===== src/rtl/synth_pkg.sv =====
// synth_pkg: shared types for the synthesizer stream path.
// Sample/stream widths, sample type, sink FSM states.
package synth_pkg;

  localparam int SAMPLE_W = 24;
  localparam int STREAM_W = 32;

  typedef logic signed [SAMPLE_W-1:0] sample_t;

  typedef enum logic {
    ST_FILL = 1'b0,
    ST_RUN  = 1'b1
  } sink_state_t;

  function automatic logic [15:0] sat_inc16(
    input logic [15:0] v
  );
    return (v == 16'hFFFF) ? v : v + 16'd1;
  endfunction

endpackage


===== src/rtl/stream_sample_sink_if.sv =====
// stream_sample_sink_if: Avalon-ST word channel
// from the mSGDMA playback path into the sink.
interface stream_sample_sink_if;
  import synth_pkg::*;

  logic [STREAM_W-1:0] asi_snk0_data;
  logic                asi_snk0_valid;
  logic                asi_snk0_ready;

  modport master (
    output asi_snk0_data,
    output asi_snk0_valid,
    input  asi_snk0_ready
  );

  modport slave (
    input  asi_snk0_data,
    input  asi_snk0_valid,
    output asi_snk0_ready
  );

endinterface


===== src/rtl/sample_fifo.sv =====
// sample_fifo: synchronous show-ahead FIFO with
// registered occupancy; storage is not reset.
module sample_fifo #(
  parameter  int DEPTH = 16,
  parameter  int WIDTH = 24,
  localparam int PTR_W = $clog2(DEPTH),
  localparam int LVL_W = $clog2(DEPTH + 1)
) (
  input  logic             clk,
  input  logic             n_rst,
  input  logic             push,
  input  logic             pop,
  input  logic [WIDTH-1:0] din,
  output logic [WIDTH-1:0] dout,
  output logic [LVL_W-1:0] level,
  output logic             full,
  output logic             empty
);

  logic [WIDTH-1:0] mem [DEPTH];
  logic [PTR_W-1:0] wptr;
  logic [PTR_W-1:0] rptr;
  logic             do_push;
  logic             do_pop;

  assign full    = (level == LVL_W'(DEPTH));
  assign empty   = (level == '0);
  assign do_push = push & ~full;
  assign do_pop  = pop & ~empty;
  assign dout    = mem[rptr];

  // storage write; contents survive reset
  always_ff @(posedge clk) begin
    if (do_push) begin
      mem[wptr] <= din;
    end
  end

  // pointers wrap naturally; level tracks net change
  always_ff @(posedge clk or negedge n_rst) begin
    if (!n_rst) begin
      wptr  <= '0;
      rptr  <= '0;
      level <= '0;
    end else begin
      if (do_push) begin
        wptr <= wptr + PTR_W'(1);
      end
      if (do_pop) begin
        rptr <= rptr + PTR_W'(1);
      end
      unique case ({do_push, do_pop})
        2'b10:   level <= level + LVL_W'(1);
        2'b01:   level <= level - LVL_W'(1);
        default: level <= level;
      endcase
    end
  end

endmodule


===== src/rtl/stream_sample_sink.sv =====
// stream_sample_sink: buffers Avalon-ST samples, paces them to the DAC.
// Optional: SAMPLE_SINK_ZERO_ON_UNDERRUN_EN drives silence while starved.
module stream_sample_sink
  import synth_pkg::*;
#(
  parameter  int DEPTH       = 16,
  parameter  int PREFILL     = 8,
  parameter  int CLK_FREQ    = 50_000_000,
  parameter  int SAMPLE_RATE = 96_000,
  localparam int LVL_W       = $clog2(DEPTH + 1)
) (
  input  logic                 clk,
  input  logic                 n_rst,
  stream_sample_sink_if.slave  snk,
  output sample_t              o_sample,
  output logic                 o_sample_strobe,
  output logic [LVL_W-1:0]     o_level,
  output logic                 o_running,
  output logic [15:0]          o_underrun_cnt
);

  localparam int DIV   = CLK_FREQ / SAMPLE_RATE;
  localparam int CNT_W = (DIV > 1) ? $clog2(DIV) : 1;

  logic [CNT_W-1:0]    tick_cnt;
  logic                tick;
  logic                push;
  logic                pop;
  logic                full;
  logic                empty;
  logic [SAMPLE_W-1:0] fifo_dout;
  logic [7:0]          unused_hi;
  sink_state_t         state;

  assign unused_hi = snk.asi_snk0_data[STREAM_W-1:SAMPLE_W];

  assign tick = (tick_cnt == CNT_W'(DIV - 1));

  // no bypass: a pop on a full cycle does not open ready
  assign snk.asi_snk0_ready = n_rst & ~full;

  assign push = snk.asi_snk0_valid & snk.asi_snk0_ready;
  assign pop  = tick & (state == ST_RUN) & ~empty;

  sample_fifo #(
    .DEPTH (DEPTH),
    .WIDTH (SAMPLE_W)
  ) u_fifo (
    .clk   (clk),
    .n_rst (n_rst),
    .push  (push),
    .pop   (pop),
    .din   (snk.asi_snk0_data[SAMPLE_W-1:0]),
    .dout  (fifo_dout),
    .level (o_level),
    .full  (full),
    .empty (empty)
  );

  // free-running sample-rate divider, active in every state
  always_ff @(posedge clk or negedge n_rst) begin
    if (!n_rst) begin
      tick_cnt <= '0;
    end else if (tick) begin
      tick_cnt <= '0;
    end else begin
      tick_cnt <= tick_cnt + CNT_W'(1);
    end
  end

  // playback FSM: prefill, then one pop per tick until starved
  always_ff @(posedge clk or negedge n_rst) begin
    if (!n_rst) begin
      state           <= ST_FILL;
      o_running       <= 1'b0;
      o_sample        <= '0;
      o_sample_strobe <= 1'b0;
      o_underrun_cnt  <= '0;
    end else begin
      o_sample_strobe <= tick;
      unique case (state)
        ST_FILL: begin
`ifdef SAMPLE_SINK_ZERO_ON_UNDERRUN_EN
          if (tick) begin
            o_sample <= '0;
          end
`endif
          if (o_level >= LVL_W'(PREFILL)) begin
            state     <= ST_RUN;
            o_running <= 1'b1;
          end
        end
        ST_RUN: begin
          if (tick) begin
            if (!empty) begin
              o_sample <= sample_t'(fifo_dout);
            end else begin
              state          <= ST_FILL;
              o_running      <= 1'b0;
              o_underrun_cnt <= sat_inc16(o_underrun_cnt);
`ifdef SAMPLE_SINK_ZERO_ON_UNDERRUN_EN
              o_sample       <= '0;
`endif
            end
          end
        end
        default: begin
          state     <= ST_FILL;
          o_running <= 1'b0;
        end
      endcase
    end
  end

endmodule


===== src/flat_wrapper.sv =====
// flat-port wrapper written by rule: the top's interface ports become plain ports
module stream_sample_sink_flat import synth_pkg::*;
#(
  parameter  int DEPTH       = 16,
  parameter  int PREFILL     = 8,
  parameter  int CLK_FREQ    = 50_000_000,
  parameter  int SAMPLE_RATE = 96_000,
  localparam int LVL_W       = $clog2(DEPTH + 1)
)
  (clk, n_rst, o_sample, o_sample_strobe, o_level, o_running, o_underrun_cnt, snk_asi_snk0_data, snk_asi_snk0_valid, snk_asi_snk0_ready);
  stream_sample_sink_if snk_i ();
  input  logic clk;
  input  logic n_rst;
  output sample_t o_sample;
  output logic o_sample_strobe;
  output logic [LVL_W-1:0] o_level;
  output logic o_running;
  output logic [15:0] o_underrun_cnt;
  input wire logic [$bits(snk_i.asi_snk0_data)-1:0] snk_asi_snk0_data;
  input wire logic [$bits(snk_i.asi_snk0_valid)-1:0] snk_asi_snk0_valid;
  output wire logic [$bits(snk_i.asi_snk0_ready)-1:0] snk_asi_snk0_ready;
  assign snk_i.asi_snk0_data = snk_asi_snk0_data;
  assign snk_i.asi_snk0_valid = snk_asi_snk0_valid;
  assign snk_asi_snk0_ready = snk_i.asi_snk0_ready;
  stream_sample_sink #(.DEPTH(DEPTH), .PREFILL(PREFILL), .CLK_FREQ(CLK_FREQ), .SAMPLE_RATE(SAMPLE_RATE)) u_core (.clk(clk), .n_rst(n_rst), .snk(snk_i), .o_sample(o_sample), .o_sample_strobe(o_sample_strobe), .o_level(o_level), .o_running(o_running), .o_underrun_cnt(o_underrun_cnt));
endmodule

===== config.mk =====
export PLATFORM = sky130hd
export DESIGN_NAME = stream_sample_sink_flat
export DESIGN_NICKNAME = d
export VERILOG_FILES = /design/src/rtl/synth_pkg.sv /design/src/rtl/stream_sample_sink_if.sv /design/src/rtl/sample_fifo.sv /design/src/rtl/stream_sample_sink.sv /design/src/flat_wrapper.sv
export SDC_FILE = /design/constraint.sdc
export NUM_CORES = 1
export LEC_CHECK = 0
export CORE_MARGIN = 2
export CORE_UTILIZATION = 30
export DETAILED_ROUTE_END_ITERATION = 6
export PLACE_DENSITY_LB_ADDON = 0.15
export SLEW_MARGIN = 20
export SYNTH_ARGS = -nofsm -noshare
export SYNTH_HDL_FRONTEND = slang
export SYNTH_HIERARCHICAL = 1
export SYNTH_SLANG_ARGS = --single-unit
export TNS_END_PERCENT = 1

===== constraint.sdc =====
create_clock -name clk -period 4.01 [get_ports clk]
set_input_delay 1.0025 -clock clk [delete_from_list [all_inputs] [get_ports clk]]
set_output_delay 1.0025 -clock clk [all_outputs]
set_load 0.03 [all_outputs]

# ---- After elaboration in Yosys (flattened, before gate mapping)
# Memory sizes are Yosys's and may differ from the RTL's. A register that Yosys moved wholly into a read port is not among the register bits.
# Index checks and enable logic that the tools add are counted.
dict set report word_totals {
  regBits 42
  ramBits 384
  input_bits 35
  word_cells 52
  n_memories 1
}
# name words word_bits read_ports rd_clocked_by_memory_dff write_ports line
set memory_table {}
lappend memory_table {u_core.u_fifo.mem 16 24 1 1 1 sample_fifo.sv:20} ;# logic [WIDTH-1:0] mem [DEPTH];
dict set report op_classes {
  add_sub_neg 6
  n_lt_le_gt_ge 1
  n_eq_ne 8
  n_mux 12
  bitwise 10
  reduce_logical 6
}
# op n
set op_table {}
lappend op_table {{16-bit by 1-bit adder with 16-bit output (second input constant)} 1}
lappend op_table {{16-bit equality test (second input constant)} 1}
lappend op_table {{10-bit by 1-bit adder with 10-bit output (second input constant)} 1}
lappend op_table {{10-bit equality test (second input constant)} 1}
lappend op_table {{10-bit two-way mux} 1}
lappend op_table {{5-bit one-hot mux with 2 select lines} 1}
lappend op_table {{4-bit by 1-bit adder with 4-bit output (second input constant)} 2}
lappend op_table {{1-bit two-way mux} 8}
lappend op_table {{1-bit bitwise AND} 6}
lappend op_table {{2-bit by 1-bit != test with 1-bit output (second input constant)} 3}
lappend op_table {{3-bit AND reduction} 2}
lappend op_table {{5-bit by 1-bit adder with 5-bit output (second input constant)} 1}
lappend op_table {{5-bit equality test (second input constant)} 1}
lappend op_table {{5-bit by 4-bit greater-or-equal comparator with 1-bit output (second input constant)} 1}
lappend op_table {{5-bit zero test} 1}
lappend op_table {{5-bit by 1-bit subtractor with 5-bit output (second input constant)} 1}
lappend op_table {{1-bit inverter} 4}
lappend op_table {{1-bit one-hot mux with 2 select lines} 2}
lappend op_table {{4-bit AND reduction} 1}
lappend op_table {{2-bit by 1-bit equality test with 1-bit output (second input constant)} 1}
lappend op_table {{2-bit equality test (second input constant)} 1}
lappend op_table {{2-bit nonzero test} 1}
lappend op_table {{1-bit zero test} 1}

# ---- Logic depth before layout (Yosys ltp)
# Gate-level depths: netlist (run 1).
dict set report depth {
  ltp_word 7
  ltp_mapped 16
}

# ---- Hierarchy
# The synthesis (run 1) kept the hierarchy.
# module n_inst cells_per_inst area_per_inst_um2 seq_area_each_um2
set modules_own_cells {}
lappend modules_own_cells {sample_fifo 1 784 15711.3 11856.4}
lappend modules_own_cells {stream_sample_sink 1 176 2391.0 1326.3}

# ---- Worst setup path after synthesis (run 1)
# OpenSTA, ideal clock, no wires.
dict set report synth_path {
  path_type {input to register}
  start {input port n_rst}
  end {memory u_core.u_fifo.mem[3][0] (enable)}
  setup_time_ns 0.435
  arrival_ns 3.766
  path_slack_ns -0.191
  cell_stages 6
  path_buffers 1
  path_cell_list {nor2b_1 -> and2_1 -> and2_1 -> buf_2 -> nand2_1 -> nor3_1}
}
dict set report synth_between {
  elab_chain_len 5
}
# item line
set synth_rtl {}
lappend synth_rtl {{start: declaration} flat_wrapper.sv:13} ;# input logic n_rst;
lappend synth_rtl {{1-bit bitwise AND} stream_sample_sink.sv:40} ;# assign snk.asi_snk0_ready = n_rst & ~full;
lappend synth_rtl {{1-bit bitwise AND} stream_sample_sink.sv:42} ;# assign push = snk.asi_snk0_valid & snk.asi_snk0_ready;
lappend synth_rtl {{net u_core.push} stream_sample_sink.sv:27} ;# logic push;
lappend synth_rtl {{1-bit bitwise AND} sample_fifo.sv:28} ;# assign do_push = push & ~full;
lappend synth_rtl {{1-bit two-way mux} sample_fifo.sv:34} ;# if (do_push) begin
lappend synth_rtl {{1-bit two-way mux (implied by the code)} sample_fifo.sv:35} ;# mem[wptr] <= din;
lappend synth_rtl {{end: declaration} sample_fifo.sv:20}
# The timed path passes the listed nets, and every way through them passes these cells.

# ---- Final worst setup path (run 1)
dict set report layout_path {
  start {register u_core.u_fifo.level[0]}
  end {output port snk_asi_snk0_ready}
}
dict set report layout_between {
  elab_chain_len 3
}
# item line
set layout_rtl {}
lappend layout_rtl {{start: declaration} sample_fifo.sv:15} ;# output logic [LVL_W-1:0] level,
lappend layout_rtl {{start signal: assignment} sample_fifo.sv:53} ;# 2'b10: level <= level + LVL_W'(1);
lappend layout_rtl {{start signal: assignment} sample_fifo.sv:54} ;# 2'b01: level <= level - LVL_W'(1);
lappend layout_rtl {{start signal: assignment} sample_fifo.sv:55} ;# default: level <= level;
lappend layout_rtl {{5-bit equality test} sample_fifo.sv:26} ;# assign full = (level == LVL_W'(DEPTH));
lappend layout_rtl {{net u_core.full} stream_sample_sink.sv:29} ;# logic full;
lappend layout_rtl {{1-bit inverter} stream_sample_sink.sv:40}
lappend layout_rtl {{1-bit bitwise AND} stream_sample_sink.sv:40}
lappend layout_rtl {{end: declaration} flat_wrapper.sv:21} ;# output wire logic [$bits(snk_i.asi_snk0_ready)-1:0] snk_asi_snk0_ready;
# The timed path passes the listed nets, and every way through them passes these cells.

==> report_table.html, run 1 <==
<table>
<tr><th>Metric</th><th>Value</th></tr>
<tr><th colspan="2">Status</th></tr>
<tr><td>Status</td><td>finished clean</td></tr>
<tr><th colspan="2">Cells and area</th></tr>
<tr><td>Footprint of the multi-input gates</td><td>4550 sq um</td></tr>
<tr><td>Final net count</td><td>1121</td></tr>
<tr><td>Utilization after layout</td><td>36.5%</td></tr>
<tr><td>Layout overhead on the synthesized area</td><td>20.9%</td></tr>
<tr><td>Fraction of layout instances using a drive strength above 1</td><td>22.0%</td></tr>
<tr><td>Filler Cells Inserted</td><td>5582</td></tr>
<tr><td>N_diodes</td><td>0</td></tr>
<tr><td>Sequential cell area</td><td>13200 sq um</td></tr>
<tr><th colspan="2">Routing</th></tr>
<tr><td>Via density per instance</td><td>4.85</td></tr>
<tr><td>Post-route DRC</td><td>0</td></tr>
<tr><td>Post-detailed-routing wire length</td><td>43000 microns</td></tr>
<tr><td>Remaining number of nets flagged by the antenna check after routing</td><td>0</td></tr>
<tr><td>WL/cell</td><td>22.7 microns</td></tr>
<tr><td>Total vias in the final route</td><td>9219</td></tr>
<tr><td>Drt initial violations</td><td>666</td></tr>
<tr><td>Iteration count of the initial detailed-routing pass</td><td>5</td></tr>
<tr><th colspan="2">Timing</th></tr>
<tr><td>Tmin final</td><td>3180 ps</td></tr>
<tr><td>Achievable Freq</td><td>314 MHz</td></tr>
<tr><td>Fin Setup TNS</td><td>0 ps</td></tr>
<tr><td>Worst setup skew after layout</td><td>26.3 ps</td></tr>
<tr><td>Final worst path period share</td><td>79.3%</td></tr>
<tr><td>Total count of hold-check failures in the final report</td><td>0</td></tr>
<tr><td>Worst slew pin tran</td><td>873 ps</td></tr>
<tr><td>Count of pins over their slew limit</td><td>0</td></tr>
<tr><td>Setup violators final</td><td>0</td></tr>
<tr><td>Setup repair after global routing missed its margin</td><td>false</td></tr>
<tr><td>Rel. slew slack</td><td>41.8%</td></tr>
<tr><th colspan="2">Placed design</th></tr>
<tr><td>GP Congestion</td><td>0.728</td></tr>
<tr><td>Half-perimeter wire length of the detailed placement result</td><td>24400 microns</td></tr>
<tr><td>I/O Buffers</td><td>74</td></tr>
<tr><th colspan="2">Global routing</th></tr>
<tr><td>Total grt overflow</td><td>0</td></tr>
<tr><td>Largest net degree at the start of global routing</td><td>67</td></tr>
<tr><td>Global routing usage summed across all routing layers</td><td>14.0%</td></tr>
<tr><td>Number of antenna violations at the first check in global routing</td><td>2</td></tr>
<tr><td>Number of global-route vias before repair</td><td>9526</td></tr>
<tr><td>First-pass GRT wire length</td><td>64700 microns</td></tr>
<tr><th colspan="2">Logic synthesis</th></tr>
<tr><td>Fraction of the yosys area taken by sequential cells</td><td>72.8%</td></tr>
<tr><td>EDFF count, synth</td><td>384</td></tr>
<tr><td>Average footprint of a synthesized cell</td><td>18.9 sq um</td></tr>
<tr><td>Most numerous cell types in the synthesized netlist</td><td>edfxtp_1 (384), mux2i_1 (97), dfrtp_1 (66), mux4_2 (48), nand2_1 (46)</td></tr>
<tr><td>Post-synthesis cell count</td><td>960</td></tr>
<tr><td>Number of warning messages in the yosys log</td><td>6</td></tr>
<tr><td>Leading cell type by number of instances after synthesis</td><td>edfxtp_1</td></tr>
<tr><td>Number of unique standard cell types used by synthesis</td><td>49</td></tr>
<tr><td>Prevailing post-synth register cell</td><td>edfxtp_1</td></tr>
<tr><td>Ranking of synthesized cells by area</td><td>edfxtp_1 (64%), dfrtp_1 (9.1%), mux4_2 (6.0%), mux2i_1 (5.4%), mux2_4 (1.7%)</td></tr>
<tr><td>Total standard cell area after synthesis</td><td>18100 sq um</td></tr>
<tr><td>Top cell type's share of synthesized area</td><td>63.7%</td></tr>
<tr><td>Synthesis-stage register bit count</td><td>450</td></tr>
<tr><td>Async SR Flop Fraction</td><td>14.7%</td></tr>
<tr><td>Net count of the mapped netlist</td><td>1007</td></tr>
<tr><td>Top cell type by total area after synthesis</td><td>edfxtp_1</td></tr>
<tr><th colspan="2">CTS</th></tr>
<tr><td>Total number of H-tree levels</td><td>2</td></tr>
<tr><td>Largest buffer count on any clock path</td><td>3</td></tr>
<tr><td>Number of buffers inserted for hold repair after clock tree synthesis</td><td>0</td></tr>
<tr><td>Num CTS Buffers</td><td>51</td></tr>
<tr><td>Clock latency of the later-clocked register in the worst-skew pair</td><td>600 ps</td></tr>
<tr><td>Clock transition at the registers of the reported paths</td><td>60 ps</td></tr>
<tr><td>Sink Count</td><td>450</td></tr>
<tr><td>Count of cells resized by post-cts repair</td><td>0</td></tr>
<tr><td>CTS root buf</td><td>clkbuf_16</td></tr>
<tr><td>Count of buffers added by post-CTS timing repair for setup</td><td>0</td></tr>
<tr><td>TritonCTS clock tree</td><td>done</td></tr>
<tr><th colspan="2">Worst setup path</th></tr>
<tr><td>Critical setup path kind</td><td>register to primary output</td></tr>
<tr><td>Required @ worst endpoint</td><td>3010 ps</td></tr>
<tr><td>Worst path cell trace</td><td>nor4_2 &gt; nand2_1 &gt; inv_1 &gt; nor2b_1 &gt; clkdlybuf4s50_1</td></tr>
<tr><td>Worst Setup End Kind</td><td>primary output</td></tr>
<tr><td>Nature of the critical path startpoint</td><td>register</td></tr>
<tr><td>Worst path arrival time</td><td>2180 ps</td></tr>
<tr><td>Dominant delay contributor by cell family on the critical path</td><td>buffers and inverters</td></tr>
<tr><td>Slowest Stage Delay on Critical Path</td><td>580 ps</td></tr>
<tr><td>Reg2reg path depth</td><td>12</td></tr>
<tr><td>Reg-to-Reg End</td><td>u_core/u_fifo/level[4]</td></tr>
<tr><td>Worst-path cell with the longest stage delay</td><td>clkdlybuf4s50_1</td></tr>
<tr><td>Largest fanout on the critical path</td><td>5</td></tr>
<tr><td>Count of cell instances traversed by the critical path</td><td>5</td></tr>
<tr><td>Worst Path Buf+Inv</td><td>2</td></tr>
<tr><td>Reg2Reg Setup Slack</td><td>840 ps</td></tr>
<tr><td>Worst reg2reg path startpoint</td><td>u_core/u_fifo/level[0]</td></tr>
<tr><th colspan="2">Floorplanning</th></tr>
<tr><td>Initial core utilization</td><td>30.2%</td></tr>
<tr><td>Area enclosed by the die boundary</td><td>62300 sq um</td></tr>
<tr><td>Std cell rows</td><td>90</td></tr>
<tr><td>X dimension of the die</td><td>250 microns</td></tr>
<tr><td># IOs</td><td>83</td></tr>
<tr><td>Die Y</td><td>250 microns</td></tr>
<tr><td>Core Footprint</td><td>60000 sq um</td></tr>
<tr><th colspan="2">Job</th></tr>
<tr><td>Max Cap Viol</td><td>0</td></tr>
<tr><th colspan="2">Power</th></tr>
<tr><td>Maximum vdd drop</td><td>0.341 mV</td></tr>
<tr><td>Power density relative to cell area</td><td>522 nW/um^2</td></tr>
<tr><td>Standby leakage power</td><td>7.21 nW</td></tr>
<tr><th colspan="2">Min path</th></tr>
<tr><td>Worst hold path type</td><td>input pin to asynchronous set/reset pin</td></tr>
</table>
## layer usage
| metal | global-route usage, % | share of wire (%) | vias up |
|---|---|---|---|
| met1 | 18.8 | 45 | 4891 |
| met5 | 0 | 0.079 | - |
| met4 | 4.11 | 2.2 | 4 |
| met2 | 23.3 | 49 | 162 |
| li1 | - | - | 4094 |
| met3 | 2.28 | 3.8 | 68 |
## registers in the layout, summed over array words and instances (netlist names)
name / count
u_core/o_running: 1
u_core/o_sample: 24
u_core/o_sample_strobe: 1
u_core/o_underrun_cnt: 16
u_core/state: 1
u_core/tick_cnt: 10
u_core/u_fifo/level: 5
u_core/u_fifo/mem: 384
u_core/u_fifo/rptr: 4
u_core/u_fifo/wptr: 4
## worst max path at each step
stage | from | to
final | u_core/u_fifo/level[0] | snk_asi_snk0_ready
after global routing | u_core/u_fifo/level[0] | u_core/u_fifo/level[4]
after CTS | u_core/u_fifo/level[0] | snk_asi_snk0_ready
after detailed placement | snk_asi_snk0_valid | u_core/u_fifo/level[4]
after global placement | snk_asi_snk0_valid | u_core/u_fifo/level[4]
after floorplan | n_rst | u_core/u_fifo/mem[0][0]
## cells in the final DEF, fill, tap and decap left out, drive strengths merged, types with 4 or more instances in the layout
cell type | Yosys | final
clkdlybuf4s50 | 0 | 73
a221oi | 48 | 48
mux4 | 48 | 48
buf | 39 | 40
a22oi | 24 | 24
o21ai | 29 | 29
inv | 9 | 11
clkbuf | 13 | 67
nand4 | 6 | 6
edfxtp | 384 | 384
dfrtp | 66 | 66
nor4 | 8 | 8
ha | 11 | 11
nand3 | 9 | 9
nor3 | 12 | 12
nor2 | 20 | 20
nand2 | 46 | 46
clkinv | 0 | 10
clkinvlp | 0 | 5
and2 | 5 | 5
xor2 | 22 | 22
xnor2 | 10 | 10
bufinv | 0 | 12
nor2b | 4 | 4
mux2 | 27 | 27
mux2i | 97 | 97
## through the flow
step                      area [sq um]  cells  total power [mW]  hold slack [ps]  setup WS [ps]
after floorplan                  18100    960              5.86              428           -158
after global placement           20000   1803              6.27              446            513
after detailed placement         20000   1803              6.28              459            552
after CTS                        21900   1899              11.6              440            755
after global routing             21900   1899              11.9              443            689
final                            21900   1899              11.4              435            828
## area by class of cell
type	count	share of cell area, %
clock buffers	67	6.57
inverters	9	0.154
clock inverters	29	2.27
multi-input cells	449	20.8
well taps	782	4.47
flip-flops and latches	450	60.2
repair buffers	113	5.51
## report_power, final
part | leakage (nW) | switching (mW) | internal [mW]
clock | 0.928 | 1.95 | 3.31
sequential | 4.34 | 0.118 | 5.33
combinational | 1.94 | 0.475 | 0.239
## cells by family after synthesis
logic type,synth area share (%)
multiplexers,13.4
AND/OR/NAND/NOR,3.75
AO/OA/AOI/OAI,4.89
adder cells (fa/ha/maj),0.871
XOR/XNOR,1.55
buffers and inverters,2.70
flip-flops,72.8
Note: power is estimated with default switching activity, not from simulation.
==> run 2: changes to the inputs <==
Clock period 4.01 ns to 2.72 ns, I/O delays scaled along.
==> report_table.html, run 2 (synthesized netlist as in run 1, its figures left out) <==
<table>
<tr><th>Metric</th><th>Value</th></tr>
<tr><th colspan="2">Global routing</th></tr>
<tr><td>Global routing usage summed across all routing layers</td><td>13.7% (-0.33 points)</td></tr>
<tr><td>Number of antenna violations at the first check in global routing</td><td>0 (-2)</td></tr>
<tr><td>Total grt overflow</td><td>0 (unchanged)</td></tr>
<tr><td>Number of global-route vias before repair</td><td>9668 (+1.5%)</td></tr>
<tr><td>Largest net degree at the start of global routing</td><td>57 (-15%)</td></tr>
<tr><td>First-pass GRT wire length</td><td>63200 microns (-2.2%)</td></tr>
<tr><th colspan="2">Power</th></tr>
<tr><td>Clock network fraction of total power</td><td>42.9% (-3.2 points)</td></tr>
<tr><td>Sequential share of power</td><td>49.5% (+1.8 points)</td></tr>
<tr><td>Share of total power in combinational logic</td><td>7.7% (+1.4 points)</td></tr>
<tr><td>Net switching power figure</td><td>3.61 mW (+42%)</td></tr>
<tr><td>Standby leakage power</td><td>7.40 nW (+2.7%)</td></tr>
<tr><td>Net switching share of the total power</td><td>22.2% (-0.023 points)</td></tr>
<tr><td>Power density relative to cell area</td><td>728 nW/um^2 (+40%)</td></tr>
<tr><td>Final Total Pwr</td><td>16.2 mW (+42%)</td></tr>
<tr><td>Internal power</td><td>12.6 mW (+42%)</td></tr>
<tr><td>Maximum vdd drop</td><td>0.521 mV (+53%)</td></tr>
<tr><th colspan="2">Worst setup path</th></tr>
<tr><td>Critical setup path kind</td><td>register to register</td></tr>
<tr><td>Worst path arrival time</td><td>3160 ps (+980 ps)</td></tr>
<tr><td>Largest fanout on the critical path</td><td>3 (-2)</td></tr>
<tr><td>Required @ worst endpoint</td><td>3180 ps (+170 ps)</td></tr>
<tr><td>Worst Setup End Kind</td><td>register</td></tr>
<tr><td>Nature of the critical path startpoint</td><td>register</td></tr>
<tr><th colspan="2">Cells and area</th></tr>
<tr><td>Top Registers</td><td>u_core/u_fifo/mem x384, u_core/o_sample x24, u_core/o_underrun_cnt x16</td></tr>
<tr><td>Most common cell after layout, fill and taps aside</td><td>edfxtp_1</td></tr>
<tr><td>Layout overhead on the synthesized area</td><td>23.1%</td></tr>
<tr><td>Utilization after layout</td><td>37.1% (+0.66 points)</td></tr>
<tr><td>Final net count</td><td>1168 (+4.2%)</td></tr>
<tr><td>Flip-flop count of the largest register after layout</td><td>384 (unchanged)</td></tr>
<tr><td>N_diodes</td><td>0 (unchanged)</td></tr>
<tr><td>Fraction of layout instances using a drive strength above 1</td><td>25.4% (+3.4 points)</td></tr>
<tr><td>Commonest cells after routing, fill and taps aside</td><td>edfxtp_1 (384), mux2i_1 (97), clkdlybuf4s50_1 (72)</td></tr>
<tr><td>Filler Cells Inserted</td><td>5524 (-1.0%)</td></tr>
<tr><td>Largest Register</td><td>u_core/u_fifo/mem</td></tr>
<tr><th colspan="2">Routing</th></tr>
<tr><td>Post-route DRC</td><td>0 (unchanged)</td></tr>
<tr><td>Drt initial violations</td><td>528 (-21%)</td></tr>
<tr><td>Post-detailed-routing wire length</td><td>42300 microns (-1.6%)</td></tr>
<tr><td>Remaining number of nets flagged by the antenna check after routing</td><td>0 (unchanged)</td></tr>
<tr><td>Via density per instance</td><td>4.73 (-2.6%)</td></tr>
<tr><td>Total vias in the final route</td><td>9192 (-0.29%)</td></tr>
<tr><td>WL/cell</td><td>21.8 microns (-3.9%)</td></tr>
<tr><td>Iteration count of the initial detailed-routing pass</td><td>4 (-1)</td></tr>
<tr><th colspan="2">Timing</th></tr>
<tr><td>Worst setup skew after layout</td><td>12.0 ps (-14.3 ps)</td></tr>
<tr><td>Tightest hold margin</td><td>114 ps (-321 ps)</td></tr>
<tr><td>Final worst path period share</td><td>99.3%</td></tr>
<tr><td>Setup violators final</td><td>0 (unchanged)</td></tr>
<tr><td>Tmin final</td><td>2700 ps</td></tr>
<tr><td>Total count of hold-check failures in the final report</td><td>0 (unchanged)</td></tr>
<tr><td>Count of pins over their slew limit</td><td>0 (unchanged)</td></tr>
<tr><td>Setup repair after global routing missed its margin</td><td>true</td></tr>
<tr><td>Rel. slew slack</td><td>40.7% (-1.0 points)</td></tr>
<tr><td>Worst slew pin tran</td><td>889 ps (+15.5 ps)</td></tr>
<tr><td>Achievable Freq</td><td>370 MHz</td></tr>
<tr><th colspan="2">CTS</th></tr>
<tr><td>Clock transition at the registers of the reported paths</td><td>60 ps (about the same)</td></tr>
<tr><td>CTS root buf</td><td>clkbuf_16</td></tr>
<tr><td>Num CTS Buffers</td><td>50 (-2.0%)</td></tr>
<tr><td>Sink Count</td><td>450 (unchanged)</td></tr>
<tr><td>Clock latency of the later-clocked register in the worst-skew pair</td><td>580 ps (-20 ps)</td></tr>
<tr><td>Largest buffer count on any clock path</td><td>3 (unchanged)</td></tr>
<tr><td>Total number of H-tree levels</td><td>2 (unchanged)</td></tr>
<tr><td>TritonCTS clock tree</td><td>done</td></tr>
<tr><th colspan="2">Floorplanning</th></tr>
<tr><td>X dimension of the die</td><td>250 microns (unchanged)</td></tr>
<tr><td>Die Y</td><td>250 microns (unchanged)</td></tr>
<tr><td>Core Footprint</td><td>60000 sq um (unchanged)</td></tr>
<tr><td>Area enclosed by the die boundary</td><td>62300 sq um (unchanged)</td></tr>
<tr><td>Std cell rows</td><td>90 (unchanged)</td></tr>
<tr><td># IOs</td><td>83 (unchanged)</td></tr>
<tr><td>Initial core utilization</td><td>30.2% (unchanged)</td></tr>
<tr><th colspan="2">Placed design</th></tr>
<tr><td>Half-perimeter wire length of the detailed placement result</td><td>24900 microns (+2.1%)</td></tr>
<tr><td>I/O Buffers</td><td>74 (unchanged)</td></tr>
<tr><td>GP Congestion</td><td>0.716 (-1.7%)</td></tr>
<tr><th colspan="2">Min path</th></tr>
<tr><td>Worst hold path type</td><td>input pin to asynchronous set/reset pin</td></tr>
<tr><th colspan="2">Status</th></tr>
<tr><td>Status</td><td>finished clean</td></tr>
<tr><th colspan="2">Job</th></tr>
<tr><td>Max Cap Viol</td><td>0 (unchanged)</td></tr>
</table>
==> run 2: changes by cell type in the layout (fill, tap and decap cells not counted), sizes merged <==
cell	before	now
buf	40	89
clkbuf	67	72
inv	11	9
clkinvlp	5	2
clkinv	10	12
clkdlybuf4s50	73	72
bufinv	12	7
==> run 2: worst paths after layout <==
| kind | endpoint | start | cells after the start | slack [ps] |
|---|---|---|---|---|
| setup / recovery | u_core/u_fifo/level[4] | u_core/tick_cnt[7] | 12 | 20 |
| hold / removal | u_core/o_sample[1] | n_rst | 2 | 110 |
| setup reg to reg | u_core/u_fifo/level[4] | u_core/tick_cnt[7] | 12 | 20 |
| hold reg to reg | u_core/o_running | u_core/o_running | 2 | 480 |
| max in group asynchronous | u_core/u_fifo/rptr[0] | n_rst | 3 | 1380 |
| min in group clk | u_core/o_running | u_core/o_running | 2 | 480 |
==> run 2: critical path: stages (launching register included) <==
cell and delay (ps):
dfrtp_1 400, nor4b_4 300, and3b_1 220, and3b_2 180, nor2b_4 170, ha_4 160
inv_2 40, fa_2 340, nor2b_1 110, o21ai_1 80, nand3_1 80, or3b_4 380
xnor2_1 130
==> run 2: power by group through the flow <==
stage	clock [mW]	sequential, mW	combinational [mW]
5_1_grt	7.43	8.06	1.36
6_report	6.96	8.03	1.24
2_1_floorplan	0	8.18	0.474
4_1_cts	7.18	8.03	1.27
3_3_place_gp	0	8.15	1.25
3_5_place_dp	0	8.16	1.26
==> run 2: cell type report <==
cell class              count  area [sq um]  share of cell area (%)
clock inverters            21           282                    1.26
flip-flops and latches    450         13200                    59.2
multi-input cells         449          4620                    20.7
well taps                 782           978                    4.39
repair buffers            161          1760                    7.92
inverters                   9          33.8                   0.152
clock buffers              72          1420                    6.36
==> run 2: metrics by stage <==
stage               cell area, sq um  setup slack (ps)  std cells  TNS [ps]
global route                   22300              -126       1944      -126
CTS                            22300             -2.34       1943     -2.34
floorplan                      18100              -296        960    -83470
finish                         22300              19.7       1944         0
detailed placement             20500              -285       1848      -612
global placement               20500              -307       1848      -587
==> run 2: timing repair <==
action	in CTS	in global routing
setup buffers	2	1
hold buffers	0	0
gates resized for setup	7	3
setup endpoints to repair	1	1
pin swaps	2	3
==> run 2: layer usage <==
metal,GRT usage (%),up-vias,wire length (microns)
met4,3.94,0,784
li1,-,4180,-
met1,18.6,4808,19600
met3,2.14,50,1380
met2,22.6,154,20500
met5,0,-,0
